<file path="config.mk">
export PLATFORM = sky130hd
export DESIGN_NAME = memory_arbiter_flat
export DESIGN_NICKNAME = d
export VERILOG_FILES = /design/src/rtl/memory_arbiter_pkg.sv /design/src/rtl/memory_arbiter_if.sv /design/src/rtl/memory_arbiter_picker.sv /design/src/rtl/memory_arbiter.sv /design/src/flat_wrapper.sv
export SDC_FILE = /design/constraint.sdc
export NUM_CORES = 1
export LEC_CHECK = 0
export CORE_MARGIN = 2
export CORE_UTILIZATION = 45
export DETAILED_ROUTE_END_ITERATION = 16
export PLACE_DENSITY = 0.94
export SETUP_SLACK_MARGIN = 0.4
export SLEW_MARGIN = 25
export SYNTH_ARGS = -nofsm -noshare
export SYNTH_HDL_FRONTEND = slang
export SYNTH_SLANG_ARGS = --single-unit
export TNS_END_PERCENT = 30
</file>
<file path="constraint.sdc">
create_clock -name aClock -period 7.7 [get_ports aClock]
set_clock_uncertainty 0.2 [all_clocks]
set_input_delay 1.155 -clock aClock [delete_from_list [all_inputs] [get_ports aClock]]
set_output_delay 1.155 -clock aClock [all_outputs]
set_load 0.005 [all_outputs]
</file>
<file path="src/rtl/memory_arbiter_pkg.sv">
// Shared types and constants for the memory arbiter and its round-robin picker.
package MemoryArbiterPkg;

    typedef enum logic [1:0] {
        IDLE      = 2'd0,
        ISSUE     = 2'd1,
        WAIT_DATA = 2'd2
    } arb_state_e;

    localparam int WAIT_CNT_W = 8;

    // Successor of idx in a ring of n requesters.
    function automatic int next_index(input int idx, input int n);
        return (idx + 1 >= n) ? 0 : idx + 1;
    endfunction

endpackage

</file>
<file path="src/rtl/memory_arbiter_if.sv">
// Requester and main-memory signals of the arbiter, bundled with arbiter/driver views.
interface memory_arbiter_if #(
    parameter int NUM_REQUESTERS = 4,
    parameter int ADDR_WIDTH     = 32,
    parameter int DATA_WIDTH     = 32
);
    logic [NUM_REQUESTERS-1:0]                 aRequest;
    logic [NUM_REQUESTERS-1:0][ADDR_WIDTH-1:0] aRequestAddr;
    logic [NUM_REQUESTERS-1:0]                 anOutGrant;
    logic [DATA_WIDTH-1:0]                     anOutReadData;
    logic [NUM_REQUESTERS-1:0]                 anOutReadValid;
    logic [ADDR_WIDTH-1:0]                     anOutMemoryAddr;
    logic                                      anOutMemoryEnable;
    logic [DATA_WIDTH-1:0]                     aMemoryData;
    logic                                      aMemoryValid;
    logic                                      anOutTimeoutError;

    modport slave (
        input  aRequest, aRequestAddr, aMemoryData, aMemoryValid,
        output anOutGrant, anOutReadData, anOutReadValid, anOutMemoryAddr,
               anOutMemoryEnable, anOutTimeoutError
    );

    modport master (
        output aRequest, aRequestAddr, aMemoryData, aMemoryValid,
        input  anOutGrant, anOutReadData, anOutReadValid, anOutMemoryAddr,
               anOutMemoryEnable, anOutTimeoutError
    );
endinterface

</file>
<file path="src/rtl/memory_arbiter_picker.sv">
// Combinational round-robin picker: first requester strictly after last_winner, wrapping.
module RoundRobinPicker
    import MemoryArbiterPkg::*;
#(
    parameter int NUM_REQUESTERS = 4
) (
    input  logic [NUM_REQUESTERS-1:0]         request,
    input  logic [$clog2(NUM_REQUESTERS)-1:0] last_winner,
    output logic [NUM_REQUESTERS-1:0]         grant,
    output logic                              grant_valid
);
    localparam int IDX_W = $clog2(NUM_REQUESTERS);

    int idx;

    always_comb begin
        grant       = '0;
        grant_valid = 1'b0;
        idx         = next_index(int'(last_winner), NUM_REQUESTERS);
        for (int k = 0; k < NUM_REQUESTERS; k++) begin
            if (!grant_valid && request[IDX_W'(idx)]) begin
                grant[IDX_W'(idx)] = 1'b1;
                grant_valid        = 1'b1;
            end
            idx = next_index(idx, NUM_REQUESTERS);
        end
    end
endmodule

</file>
<file path="src/rtl/memory_arbiter.sv">
// Single-outstanding read arbiter: round-robin grant, one-cycle memory strobe,
// data return with a bounded wait and a sticky timeout flag.
module memory_arbiter
    import MemoryArbiterPkg::*;
#(
    parameter int NUM_REQUESTERS = 4,
    parameter int ADDR_WIDTH     = 32,
    parameter int DATA_WIDTH     = 32,
    parameter int TIMEOUT_CYCLES = 255
) (
    input  logic             aClock,
    input  logic             aReset,
    memory_arbiter_if.slave  bus
);
    localparam int                    IDX_W     = $clog2(NUM_REQUESTERS);
    localparam logic [WAIT_CNT_W-1:0] WAIT_LAST = WAIT_CNT_W'(TIMEOUT_CYCLES - 1);

    arb_state_e state, state_next;

    logic [NUM_REQUESTERS-1:0] grant_q, read_valid_q, eligible, pick_grant;
    logic                      pick_valid;
    logic [IDX_W-1:0]          rr_ptr, last_winner, win_idx;
    logic [ADDR_WIDTH-1:0]     mem_addr_q;
    logic [DATA_WIDTH-1:0]     read_data_q;
    logic                      mem_en_q, timeout_q, timeout_hit;
    logic [WAIT_CNT_W-1:0]     wait_cnt;

    // A requester completing this cycle still has its request up; skip it.
    assign eligible    = bus.aRequest & ~read_valid_q;
    // rr_ptr is the first index to search; the picker wants the one before it.
    assign last_winner = (rr_ptr == '0) ? IDX_W'(NUM_REQUESTERS - 1) : rr_ptr - 1'b1;
    assign timeout_hit = (state == WAIT_DATA) && !bus.aMemoryValid && (wait_cnt == WAIT_LAST);

    RoundRobinPicker #(.NUM_REQUESTERS(NUM_REQUESTERS)) u_picker (
        .request     (eligible),
        .last_winner (last_winner),
        .grant       (pick_grant),
        .grant_valid (pick_valid)
    );

    always_comb begin
        win_idx = '0;
        for (int i = 0; i < NUM_REQUESTERS; i++)
            if (pick_grant[i]) win_idx = IDX_W'(i);
    end

    always_ff @(posedge aClock) begin
        if (aReset) state <= IDLE;
        else        state <= state_next;
    end

    always_comb begin
        state_next = state;
        case (state)
            IDLE:      if (pick_valid) state_next = ISSUE;
            ISSUE:     state_next = WAIT_DATA;
            WAIT_DATA: if (bus.aMemoryValid || timeout_hit) state_next = IDLE;
            default:   state_next = IDLE;
        endcase
    end

    always_ff @(posedge aClock) begin
        if (aReset) begin
            grant_q      <= '0;
            read_valid_q <= '0;
            mem_addr_q   <= '0;
            read_data_q  <= '0;
            mem_en_q     <= 1'b0;
            timeout_q    <= 1'b0;
            wait_cnt     <= '0;
            rr_ptr       <= '0;
        end else begin
            read_valid_q <= '0;
            mem_en_q     <= 1'b0;
            case (state)
                IDLE: if (pick_valid) begin
                    grant_q    <= pick_grant;
                    mem_addr_q <= bus.aRequestAddr[win_idx];
                    mem_en_q   <= 1'b1;
                    rr_ptr     <= IDX_W'(next_index(int'(win_idx), NUM_REQUESTERS));
                end
                ISSUE: wait_cnt <= '0;
                WAIT_DATA: begin
                    // Real data beats a timeout landing in the same cycle.
                    if (bus.aMemoryValid) begin
                        read_data_q  <= bus.aMemoryData;
                        read_valid_q <= grant_q;
                        grant_q      <= '0;
                    end else if (timeout_hit) begin
                        read_data_q  <= '0;
                        read_valid_q <= grant_q;
                        grant_q      <= '0;
                        timeout_q    <= 1'b1;
                    end else begin
                        wait_cnt <= wait_cnt + 1'b1;
                    end
                end
                default: ;
            endcase
        end
    end

    assign bus.anOutGrant        = grant_q;
    assign bus.anOutReadValid    = read_valid_q;
    assign bus.anOutMemoryAddr   = mem_addr_q;
    assign bus.anOutReadData     = read_data_q;
    assign bus.anOutMemoryEnable = mem_en_q;
    assign bus.anOutTimeoutError = timeout_q;
endmodule

</file>
<file path="src/flat_wrapper.sv">
// flat-port wrapper written by rule: the top's interface ports become plain ports
module memory_arbiter_flat import MemoryArbiterPkg::*;
#(
    parameter int NUM_REQUESTERS = 4,
    parameter int ADDR_WIDTH     = 32,
    parameter int DATA_WIDTH     = 32,
    parameter int TIMEOUT_CYCLES = 255
)
  (aClock, aReset, bus_aRequest, bus_aRequestAddr, bus_aMemoryData, bus_aMemoryValid, bus_anOutGrant, bus_anOutReadData, bus_anOutReadValid, bus_anOutMemoryAddr, bus_anOutMemoryEnable, bus_anOutTimeoutError);
  memory_arbiter_if #(.NUM_REQUESTERS(NUM_REQUESTERS), .ADDR_WIDTH(ADDR_WIDTH), .DATA_WIDTH(DATA_WIDTH)) bus_i ();
  input  logic aClock;
  input  logic aReset;
  input wire logic [$bits(bus_i.aRequest)-1:0] bus_aRequest;
  input wire logic [$bits(bus_i.aRequestAddr)-1:0] bus_aRequestAddr;
  input wire logic [$bits(bus_i.aMemoryData)-1:0] bus_aMemoryData;
  input wire logic [$bits(bus_i.aMemoryValid)-1:0] bus_aMemoryValid;
  output wire logic [$bits(bus_i.anOutGrant)-1:0] bus_anOutGrant;
  output wire logic [$bits(bus_i.anOutReadData)-1:0] bus_anOutReadData;
  output wire logic [$bits(bus_i.anOutReadValid)-1:0] bus_anOutReadValid;
  output wire logic [$bits(bus_i.anOutMemoryAddr)-1:0] bus_anOutMemoryAddr;
  output wire logic [$bits(bus_i.anOutMemoryEnable)-1:0] bus_anOutMemoryEnable;
  output wire logic [$bits(bus_i.anOutTimeoutError)-1:0] bus_anOutTimeoutError;
  assign bus_i.aRequest = bus_aRequest;
  assign bus_i.aRequestAddr = bus_aRequestAddr;
  assign bus_i.aMemoryData = bus_aMemoryData;
  assign bus_i.aMemoryValid = bus_aMemoryValid;
  assign bus_anOutGrant = bus_i.anOutGrant;
  assign bus_anOutReadData = bus_i.anOutReadData;
  assign bus_anOutReadValid = bus_i.anOutReadValid;
  assign bus_anOutMemoryAddr = bus_i.anOutMemoryAddr;
  assign bus_anOutMemoryEnable = bus_i.anOutMemoryEnable;
  assign bus_anOutTimeoutError = bus_i.anOutTimeoutError;
  memory_arbiter #(.NUM_REQUESTERS(NUM_REQUESTERS), .ADDR_WIDTH(ADDR_WIDTH), .DATA_WIDTH(DATA_WIDTH), .TIMEOUT_CYCLES(TIMEOUT_CYCLES)) u_core (.aClock(aClock), .aReset(aReset), .bus(bus_i));
endmodule
</file>
# Yosys cells after proc, flatten, opt, wreduce, memory -nomap -nowiden
# Cells that the tools add are included.
# Widths: inputs -> output; s select.
# word_totals
register_bits	86
latchBits	0
mem_bits_rw	0
rom_bits	0
input_bits	167
out_inout_bits	74
wordCells	127
n_memories	0
# classes
n_addsub	7
multipliers	0
div	0
order_cmp	14
eq_ne	8
shifts	0
n_mux	54
n_bitwise	8
reduce_logical	27
# op_table
operator	n
$mux 32	6
$ge 32x4->1 const B	4
$add 32x2->32 const B	3
$bmux 32 s2	1
$mux 4	9
$mux 1	18
$lt 2x4->1 const B	4
$mux 8	2
$pmux 8 s2	1
$mux 2	7
$or 4x4->4	3
$logic_and 1x1->1	9
$reduce_and 3->1	3
$add 8x1->8 const B	1
$bmux 1 s2	4
$demux 1 s2	4
$eq 8x8->1 const B	1
$ge 2x1->1 const B	4
$pmux 4 s2	1
$add 2x1->3 const B	2
$ne 2x2->1 const B	3
$pmux 2 s3	1
$reduce_and 2->1	3
$reduce_bool 2->1	3
14 further kinds	21

# Depth between registers and ports, before layout
# Gate-level depths: netlist of the first run.
# depth
depth_word	26
ltp_mapped	12
ltp_nobuf	9

# By module
# From an unflattened synthesis of the first run, not the netlist that was laid out.
# hier_totals
cells_unflattened	574
area_unflattened_um2	4926.0
# by_module_without_submodules
mod	n_inst	cells_per_inst	area_per_inst_um2	seq_area_each_um2
memory_arbiter	1	518	4456.8	1721.7
RoundRobinPicker	1	56	469.2	0.0

# Least setup slack after synthesis of the first run
# No wires, ideal clock.
# synth_timing
path_kind	input to register
startpoint	in bus_aRequest[0]
endpoint	reg u_core.mem_addr_q[12] (netlist: u_core.bus.anOutMemoryAddr[12])
setup_ns	0.153
arrival_ns	2.788
t_required_ns	7.347
setup_slack_ns	4.559
cell_stages	10
n_path_buf	3
cell_sequence	nor2b_1 > buf_4 > or4_1 > a21oi_1 > a211oi_1 > and2_1 > clkbuf_1 > buf_2 > nand3_1 > a41oi_2
# synth_via
elab_chain_len	19
word_cells_on_any_way	36
classes_between	mux: 25; bitwise: 4; reduce/logical: 7
# synth_rtl
element	line	source
start: declaration	flat_wrapper.sv:13	input wire logic [$bits(bus_i.aRequest)-1:0] bus_aRequest;
$and 4x4->4 (*)	memory_arbiter.sv:29	assign eligible = bus.aRequest & ~read_valid_q;
$bmux 1 s2	memory_arbiter_picker.sv:21	if (!grant_valid && request[IDX_W'(idx)]) begin
$mux 1 (implied by the code) (2 in series)	memory_arbiter_picker.sv:21	
$mux 1	memory_arbiter_picker.sv:21	
$logic_not 1->1	memory_arbiter_picker.sv:21	
$logic_and 1x1->1	memory_arbiter_picker.sv:21	
$mux 1	memory_arbiter_picker.sv:21	
$logic_not 1->1	memory_arbiter_picker.sv:21	
$logic_and 1x1->1	memory_arbiter_picker.sv:21	
$mux 1	memory_arbiter_picker.sv:21	
$logic_not 1->1	memory_arbiter_picker.sv:21	
$logic_and 1x1->1	memory_arbiter_picker.sv:21	
$mux 4	memory_arbiter_picker.sv:21	
$mux 1	memory_arbiter.sv:44	if (pick_grant[i]) win_idx = IDX_W'(i);
$mux 2 (2 in series)	memory_arbiter.sv:44	
$bmux 32 s2	memory_arbiter.sv:78	mem_addr_q <= bus.aRequestAddr[win_idx];
$mux 32 (implied by the code)	memory_arbiter.sv:78	
end signal: assignment	memory_arbiter.sv:78	
end: declaration	memory_arbiter.sv:23	logic [ADDR_WIDTH-1:0] mem_addr_q;
# Mark *: on every way between the ends. The rest lies on a longest branch, timed or not. The select of a mux whose other input is x is not followed.
# A chain may end at the register's enable or synchronous reset.

# Final worst setup path of the first run
# layout_timing
startpoint	in bus_aRequest[0]
endpoint	reg u_core.mem_addr_q[2] (netlist: u_core.bus.anOutMemoryAddr[2])
# Same word-level chain as after synthesis.

==> tab_implementation.tex, run 1 <==
\begin{tabular}{lr}
\hline
Metric & Value \\
\hline
\multicolumn{2}{l}{\textbf{Placement}} \\
\quad Placement Setup Slack & roughly 3.3 ns \\
\quad Port Buffer Count & 240 \\
\quad Post-DP Area & around 0.0074 mm² \\
\quad Final estimated routing congestion in global placement & $\sim$0.87 \\
\quad Placed instance count & $\sim$900 \\
\quad HPWL after DPL & about 13,000 µm \\
\multicolumn{2}{l}{\textbf{Clock network}} \\
\quad CTS clock-pin slew for the worst setup and hold paths & $\sim$0.10 ns \\
\quad Post-CTS resize count & 0 \\
\quad CTS tree & yes \\
\quad Number of setup buffers added after CTS & 0 \\
\quad Clock Tree Root & sky130\_fd\_sc\_hd\_\_clkbuf\_8 \\
\quad Deepest clock path buffer count & 2 \\
\quad Total clock buffers created by CTS & 9 \\
\quad Clock latency on the worst-skew pair & roughly 0.38 ns \\
\quad CTS sink cnt & 86 \\
\quad Number of H-tree levels & 3 \\
\quad CTS Hold Buffers Added & 0 \\
\multicolumn{2}{l}{\textbf{Logic synthesis}} \\
\quad Proportion of netlist area held by the largest area contributor & 0.3400 \\
\quad Cells after Synth & just under 600 \\
\quad Yosys Warn Count & 0 \\
\quad Number of nets produced by synthesis & 764 \\
\quad Proportion of synthesized chip area in sequential cells & 0.3400 \\
\quad Cell type with the largest total area after synthesis & sky130\_fd\_sc\_hd\_\_dfxtp\_1 \\
\quad Top cells by area in the synthesized netlist & sky130\_fd\_sc\_hd\_\_dfxtp\_1, sky130\_fd\_sc\_hd\_\_a41oi\_2, sky130\_fd\_sc\_hd\_\_nand3\_1, sky130\_fd\_sc\_hd\_\_a211o\_1, sky130\_fd\_sc\_hd\_\_o21bai\_1 \\
\quad Number of distinct library cell variants in the gate-level netlist after synthesis & 54 \\
\quad Most numerous cell types in the synthesized netlist & sky130\_fd\_sc\_hd\_\_dfxtp\_1, sky130\_fd\_sc\_hd\_\_nand3\_1, sky130\_fd\_sc\_hd\_\_nor2\_1 \\
\quad Cell with the most instances after synthesis & sky130\_fd\_sc\_hd\_\_dfxtp\_1 \\
\quad Flip-flop and latch count after synthesis & 86 \\
\quad Share of synthesized registers carrying an async set or reset & 0 \\
\quad Flip-flop cell with the highest count after synthesis & sky130\_fd\_sc\_hd\_\_dfxtp\_1 \\
\quad Number of enable-type register cells in the synthesized netlist & 0 \\
\quad Cell area after synthesis & just over 0.005 mm² \\
\quad Syn\_area\_per\_cell & roughly 8.6 µm² \\
\multicolumn{2}{l}{\textbf{Finish}} \\
\quad Layout net count & 960 \\
\quad Number of fill cells & 830 \\
\quad Cell Count, Final, Fillers Out & about 930 \\
\quad Area Growth Syn to Fin & 50.95\% \\
\quad Share of layout cells above drive strength 1 & 0.09010 \\
\quad Diodes inserted & 0 \\
\quad Post-route cell area & between 0.007 and 0.008 mm² \\
\multicolumn{2}{l}{\textbf{Timing}} \\
\quad Number of max-slew violations in the final report & 0 \\
\quad Final critical path time including I/O delays and setup & $\sim$4 ns \\
\quad Post-Route Hold Slack & around 0.30 ns \\
\quad Crit share post-route & 0.5229 \\
\quad Hold Vio Cnt, Final & 0 \\
\quad Worst-case headroom to the max-slew limit & 0.4177 \\
\quad Post-route worst setup slack & roughly 3.7 ns \\
\quad Setup violators final & 0 \\
\quad RSZ-0062 raised after global routing & no \\
\quad Slew at the pin closest to its max-slew limit & $\sim$0.87 ns \\
\quad Total Negative Setup Slacks & 0 ns \\
\quad Maximum operating frequency & around 0.25 GHz \\
\multicolumn{2}{l}{\textbf{Pwr}} \\
\quad Static Leak & 2.674 nW \\
\quad Areal power density over the cells & around 250 mW/mm² \\
\quad Worst voltage drop across the vdd grid & 0.0001605 V \\
\multicolumn{2}{l}{\textbf{Detailed routing}} \\
\quad Post-detailed-route count of antenna-violating nets & 0 \\
\quad Via density per instance & around 6.0 \\
\quad Length of the first detailed-routing pass in iterations & 6 \\
\quad Number of DRC markers after the initial detailed-route iteration & between 500 and 600 \\
\quad Total Wirelength & $\sim$18,000 µm \\
\quad Routed wirelength normalized by instance count & a little under 20 µm \\
\quad Via Count & roughly 5,600 \\
\quad Remaining design rule violation count & 0 \\
\multicolumn{2}{l}{\textbf{Global route}} \\
\quad Pin count of the biggest net entering global routing & 82 \\
\quad Number of antenna violations at the first check in global routing & 0 \\
\quad Global-route wire length before repair & roughly 27,000 µm \\
\quad GRT Resource Usage Total & 0.2866 \\
\quad Number of global-route vias before repair & between 5,000 and 6,000 \\
\quad Total congestion overflow after global routing & 0 \\
\multicolumn{2}{l}{\textbf{Worst setup path}} \\
\quad Critical Path, Cell by Cell & clkdlybuf4s50\_1, nor2b\_1, nand3\_1, a211oi\_2, o21a\_2, o21ai\_0, a211o\_1, a41oi\_1 \\
\quad Startpoint-to-endpoint class of the critical path & input pin to flop \\
\quad CP max stage cell & sky130\_fd\_sc\_hd\_\_o21a\_2 \\
\quad Maximum fanout count along the critical path & 33 \\
\quad Data required time at the worst endpoint & 7.80 ns \\
\quad Critical Path End Type & flop \\
\quad Internal reg-to-reg setup slack & roughly 4 ns \\
\quad Slowest stage delay, CP & roughly 0.66 ns \\
\quad CP Launch Type & input pin \\
\quad Arrival time of data at the critical path endpoint & around 4.1 ns \\
\multicolumn{2}{l}{\textbf{Hold path}} \\
\quad Hold/Removal Path Class & flop to flop \\
\multicolumn{2}{l}{\textbf{Die}} \\
\quad IO Pins & roughly 240 \\
\quad Initial Utilization & 0.4651 \\
\quad Die Span Y & $\sim$110 µm \\
\quad Die Width & about 110 µm \\
\quad Core box area & 0.01089 mm² \\
\quad Area enclosed by the die boundary & 0.01212 mm² \\
\quad Site row count & 38 \\
\multicolumn{2}{l}{\textbf{Job}} \\
\quad MaxCap Viol Count & 0 \\
\multicolumn{2}{l}{\textbf{Status}} \\
\quad Result of the run & completed \\
\hline
\end{tabular}
[power breakdown]
part / switching [W] / internal (W) / leakage, nW / total, W
combinational: 0.000486 / 0.000477 / 1.86 / 0.000963
sequential: 0.0000575 / 0.000527 / 0.704 / 0.000585
clock: 0.000187 / 0.000187 / 0.108 / 0.000374
total: 0.000730 / 0.00119 / 2.67 / 0.00192
[area by class of cell]
| type | instances | area [µm²] | area share |
|---|---|---|---|
| clock buffers | 9 | 123.9 | 0.01621 |
| well taps | 140 | 175.2 | 0.02292 |
| inverters | 6 | 22.52 | 0.002946 |
| flip-flops and latches | 86 | 1722 | 0.2252 |
| multi-input cells | 432 | 3039 | 0.3976 |
| clock inverters | 7 | 103.9 | 0.01359 |
| repair buffers | 248 | 2457 | 0.3215 |
[through the flow]
step             util  power, W
6_report       0.7020  0.001922
5_1_grt        0.7020  0.002024
4_1_cts        0.7019  0.001916
3_5_place_dp   0.6810  0.001540
3_3_place_gp   0.6809  0.001507
2_1_floorplan       -  0.001192
[layer usage]
layer  wire, µm  vias to the layer above  track usage
li1           -                     2583            -
met1       7008                     2678       0.3448
met2       9029                      284       0.4667
met3       1400                       66      0.07055
met4        855                        0       0.1600
met5          0                        -            0
[cell usage in the layout (no fill, tap or decap), types with 3 or more instances in the layout]
master                              n
sky130_fd_sc_hd__o211ai_1           3
sky130_fd_sc_hd__and2_1             3
sky130_fd_sc_hd__o21ai_0            8
sky130_fd_sc_hd__a21oi_1           12
sky130_fd_sc_hd__nor2_1            49
sky130_fd_sc_hd__a41oi_1            3
sky130_fd_sc_hd__ha_1              10
sky130_fd_sc_hd__buf_4              8
sky130_fd_sc_hd__inv_1              6
sky130_fd_sc_hd__a22oi_1           32
sky130_fd_sc_hd__o21bai_1          33
sky130_fd_sc_hd__nor3b_1            4
sky130_fd_sc_hd__dfxtp_1           86
sky130_fd_sc_hd__nor2b_1            4
sky130_fd_sc_hd__nor3_1             5
sky130_fd_sc_hd__nand2b_1           4
sky130_fd_sc_hd__clkbuf_8           9
sky130_fd_sc_hd__a211o_1           32
sky130_fd_sc_hd__nand4_1            3
sky130_fd_sc_hd__o21ai_1           29
sky130_fd_sc_hd__clkdlybuf4s50_1  239
sky130_fd_sc_hd__mux2i_1            3
sky130_fd_sc_hd__a41oi_2           29
sky130_fd_sc_hd__nand3_1           78
sky130_fd_sc_hd__nand2_1           44
[path summary, 6_finish.rpt]
check | start | endpoint | depth (start not counted)
setup / recovery | bus_aRequest[0] | u_core.bus.anOutMemoryAddr[2] | 8
hold / removal | u_core.wait_cnt[5] | u_core.wait_cnt[5] | 2
setup reg to reg | u_core.rr_ptr[0] | u_core.bus.anOutMemoryAddr[16] | 9
hold reg to reg | u_core.wait_cnt[5] | u_core.wait_cnt[5] | 2
[cells by family (layout without fill, tap and decap cells)]
| group | count (synthesis) | after routing | share of synthesized area |
|---|---|---|---|
| and+or+nand+nor | 208 | 208 | 0.1952 |
| muxes | 6 | 6 | 0.01705 |
| adders and majority gates | 10 | 10 | 0.02471 |
| buffers and inverters | 69 | 270 | 0.06573 |
| AOI/OAI and AO/OA | 204 | 204 | 0.3504 |
| xor gates and xnor gates | 4 | 4 | 0.006920 |
| DFF | 86 | 86 | 0.3400 |
[worst max-delay path, delay by kind of cell]
kind / cells / cell delay (ns)
AOI/OAI and AO/OA: 5 / 1.74
buffers and inverters: 1 / 0.52
and+or+nand+nor: 2 / 0.71
[flip-flops by register name (all words and copies together), names as in the netlist]
signal                        count
u_core.state                      2
u_core.wait_cnt                   8
u_core.bus.anOutReadValid         4
u_core.bus.anOutGrant             4
u_core.bus.anOutMemoryAddr       32
u_core.bus.anOutReadData         32
u_core.rr_ptr                     2
u_core.bus.anOutTimeoutError      1
u_core.bus.anOutMemoryEnable      1
(Power assumes the default switching activity.)
==> run 2, diff against run 1 <==
CORE_UTILIZATION = 42   (was 45)
PLACE_DENSITY = 0.89   (was 0.94)
clock period = 3.9 ns   (was 7.7 ns; I/O delays follow)
==> tab_implementation.tex, run 2 (synthesized netlist as in run 1, its figures left out) <==
\begin{tabular}{lr}
\hline
Metric & Value \\
\hline
\multicolumn{2}{l}{\textbf{Detailed routing}} \\
\quad Routed wirelength normalized by instance count & 19.55 µm (-0.82\%) \\
\quad Post-detailed-route count of antenna-violating nets & 0 (unchanged) \\
\quad Total Wirelength & 18,380 µm (+0.46\%) \\
\quad Via Count & 5,574 (-0.66\%) \\
\quad Number of DRC markers after the initial detailed-route iteration & 461 (-18\%) \\
\quad Via density per instance & 5.930 (-1.9\%) \\
\quad Remaining design rule violation count & 0 (unchanged) \\
\quad Length of the first detailed-routing pass in iterations & 5 (-1) \\
\multicolumn{2}{l}{\textbf{Pwr}} \\
\quad Reported net switching power & 0.001517 W (+110\%) \\
\quad Sw Ratio & 0.3793 (-0.0008071) \\
\quad Sequential share of power & 0.287 (-0.017) \\
\quad Internal power & 0.002483 W (+110\%) \\
\quad Clock group share of total power & 0.214 (+0.019) \\
\quad Static Leak & 2.743 nW (+2.6\%) \\
\quad Share of total power in combinational logic & 0.498 (-0.003) \\
\quad Worst voltage drop across the vdd grid & 0.0002840 V (+77\%) \\
\quad Areal power density over the cells & 512.5 mW/mm² (+100\%) \\
\multicolumn{2}{l}{\textbf{Die}} \\
\quad Initial Utilization & 0.4251 (-0.03996) \\
\quad Die Span Y & 113.8 µm (+3.4\%) \\
\quad Core box area & 0.01191 mm² (+9.4\%) \\
\quad Area enclosed by the die boundary & 0.01295 mm² (+6.9\%) \\
\quad IO Pins & 241 (unchanged) \\
\quad Site row count & 40 (+5.3\%) \\
\quad Die Width & 113.8 µm (+3.4\%) \\
\multicolumn{2}{l}{\textbf{Clock network}} \\
\quad Number of H-tree levels & 3 (unchanged) \\
\quad Clock latency on the worst-skew pair & 0.34 ns (-0.04 ns) \\
\quad Clock Tree Root & sky130\_fd\_sc\_hd\_\_clkbuf\_16 \\
\quad CTS tree & yes \\
\quad Total clock buffers created by CTS & 9 (unchanged) \\
\quad CTS sink cnt & 86 (unchanged) \\
\quad Deepest clock path buffer count & 2 (unchanged) \\
\quad CTS clock-pin slew for the worst setup and hold paths & 0.07 ns (-0.03 ns) \\
\quad CTS Hold Buffers Added & 0 (unchanged) \\
\multicolumn{2}{l}{\textbf{Worst setup path}} \\
\quad Critical Path End Type & flop \\
\quad Data required time at the worst endpoint & 3.97 ns (-3.83 ns) \\
\quad Arrival time of data at the critical path endpoint & 3.41 ns (-0.72 ns) \\
\quad Maximum fanout count along the critical path & 16 (-52\%) \\
\quad Startpoint-to-endpoint class of the critical path & input pin to flop \\
\quad CP Launch Type & input pin \\
\multicolumn{2}{l}{\textbf{Placement}} \\
\quad HPWL after DPL & 12,140 µm (-5.3\%) \\
\quad Post-DP Area & 0.007467 mm² (+0.71\%) \\
\quad Port Buffer Count & 240 (unchanged) \\
\quad Placed instance count & 920 (+0.88\%) \\
\quad Final estimated routing congestion in global placement & 0.8106 (-6.5\%) \\
\multicolumn{2}{l}{\textbf{Global route}} \\
\quad GRT Resource Usage Total & 0.2627 (-0.02388) \\
\quad Total congestion overflow after global routing & 0 (unchanged) \\
\quad Pin count of the biggest net entering global routing & 70 (-15\%) \\
\quad Global-route wire length before repair & 27,340 µm (+0.66\%) \\
\quad Number of antenna violations at the first check in global routing & 0 (unchanged) \\
\quad Number of global-route vias before repair & 5,543 (+1.9\%) \\
\multicolumn{2}{l}{\textbf{Finish}} \\
\quad Area Growth Syn to Fin & 54.14\% \\
\quad Cell Count, Final, Fillers Out & 940 (+1.3\%) \\
\quad Commonest non-fill, non-tap cell in the layout & sky130\_fd\_sc\_hd\_\_clkdlybuf4s50\_1 \\
\quad Share of layout cells above drive strength 1 & 0.09710 (+0.006998) \\
\quad Post-route cell area & 0.007805 mm² (+2.1\%) \\
\quad Diodes inserted & 0 (unchanged) \\
\quad Leading cell types in the layout, fill and taps excluded & sky130\_fd\_sc\_hd\_\_clkdlybuf4s50\_1, sky130\_fd\_sc\_hd\_\_dfxtp\_1, sky130\_fd\_sc\_hd\_\_nand3\_1, sky130\_fd\_sc\_hd\_\_nor2\_1, sky130\_fd\_sc\_hd\_\_nand2\_1 \\
\quad Layout net count & 965 (+0.52\%) \\
\multicolumn{2}{l}{\textbf{Timing}} \\
\quad Slew at the pin closest to its max-slew limit & 0.8653 ns (-0.008228 ns) \\
\quad Maximum operating frequency & $\sim$0.3 GHz \\
\quad RSZ-0062 raised after global routing & no \\
\quad Total Negative Setup Slacks & 0 ns (unchanged) \\
\quad Hold Vio Cnt, Final & 0 (unchanged) \\
\quad Final critical path time including I/O delays and setup & around 3.3 ns \\
\quad Worst-case headroom to the max-slew limit & 0.4231 (+0.005486) \\
\quad Crit share post-route & 0.8576 \\
\quad Setup violators final & 0 (unchanged) \\
\quad Number of max-slew violations in the final report & 0 (unchanged) \\
\multicolumn{2}{l}{\textbf{Hold path}} \\
\quad Hold/Removal Path Class & flop to flop \\
\multicolumn{2}{l}{\textbf{Job}} \\
\quad MaxCap Viol Count & 0 (unchanged) \\
\multicolumn{2}{l}{\textbf{Status}} \\
\quad Result of the run & completed \\
\hline
\end{tabular}
-- run 2: cell count changes in the layout (fill, tap and decap cells not counted), moves of 2 or more --
cell,before,now
sky130_fd_sc_hd__clkbuf_16,0,9
sky130_fd_sc_hd__clkbuf_8,9,0
sky130_fd_sc_hd__buf_12,0,3
sky130_fd_sc_hd__bufinv_16,2,0
-- run 2: critical path: stages --
cell and delay, ns:
sky130_fd_sc_hd__clkdlybuf4s50_1 0.53, sky130_fd_sc_hd__nor2b_1 0.52, sky130_fd_sc_hd__a21oi_1 0.24, sky130_fd_sc_hd__o31ai_4 0.40, sky130_fd_sc_hd__o32a_2 0.54, sky130_fd_sc_hd__o21ai_1 0.12
sky130_fd_sc_hd__a211o_1 0.31, sky130_fd_sc_hd__a41oi_2 0.15
-- run 2: layout make-up --
| class | instances | area, µm² |
|---|---|---|
| clock inverters | 7 | 61.31 |
| repair buffers | 252 | 2536 |
| multi-input cells | 433 | 3054 |
| fillers | 920 | 4106 |
| well taps | 147 | 183.9 |
| inverters | 6 | 22.52 |
| clock buffers | 9 | 225.2 |
| flip-flops and latches | 86 | 1722 |
-- run 2: per-stage QoR --
stage	hold slack, ns	power (W)	worst slack, ns	util
finish	0.2978	0.004000	0.5553	0.6553
global placement	0.2574	0.002992	0.5002	0.6269
global route	0.3283	0.004188	0.4132	0.6553
CTS	0.2916	0.003918	0.4963	0.6509
detailed placement	0.2829	0.003058	0.3098	0.6269
floorplan	0.2536	0.002354	1.153	-
-- run 2: timing repair --
action,4_1_cts,5_1_grt
gates resized for setup,0,5
endpoints found under the setup margin,0,32
buffers inserted,0,3
-- run 2: worst paths after layout --
path	end	start	slack, ns	depth (start not counted)
worst min register to register	u_core.wait_cnt[7]	u_core.wait_cnt[7]	0.30	2
worst min-delay path	u_core.wait_cnt[7]	u_core.wait_cnt[7]	0.30	2
worst max-delay path	u_core.bus.anOutMemoryAddr[23]	bus_aRequest[0]	0.56	8
worst max register to register	u_core.bus.anOutMemoryAddr[23]	u_core.rr_ptr[0]	0.59	9
-- run 2: layer usage --
metal | routed length, µm | GRT usage | part of all wire
met2 | 9264 | 0.4719 | 0.50
met1 | 7040 | 0.2929 | 0.38
met4 | 478 | 0.1089 | 0.026
met3 | 1594 | 0.07173 | 0.087
met5 | 0 | 0 | 0
-- run 2: power groups by stage --
stage	logic [W]	clock network (W)	registers (W)
after global placement	0.00184	0	0.00115
after global routing	0.00212	0.000898	0.00117
final	0.00199	0.000857	0.00115
after floorplan	0.00120	0	0.00116
after CTS	0.00191	0.000863	0.00115
after detailed placement	0.00189	0	0.00116
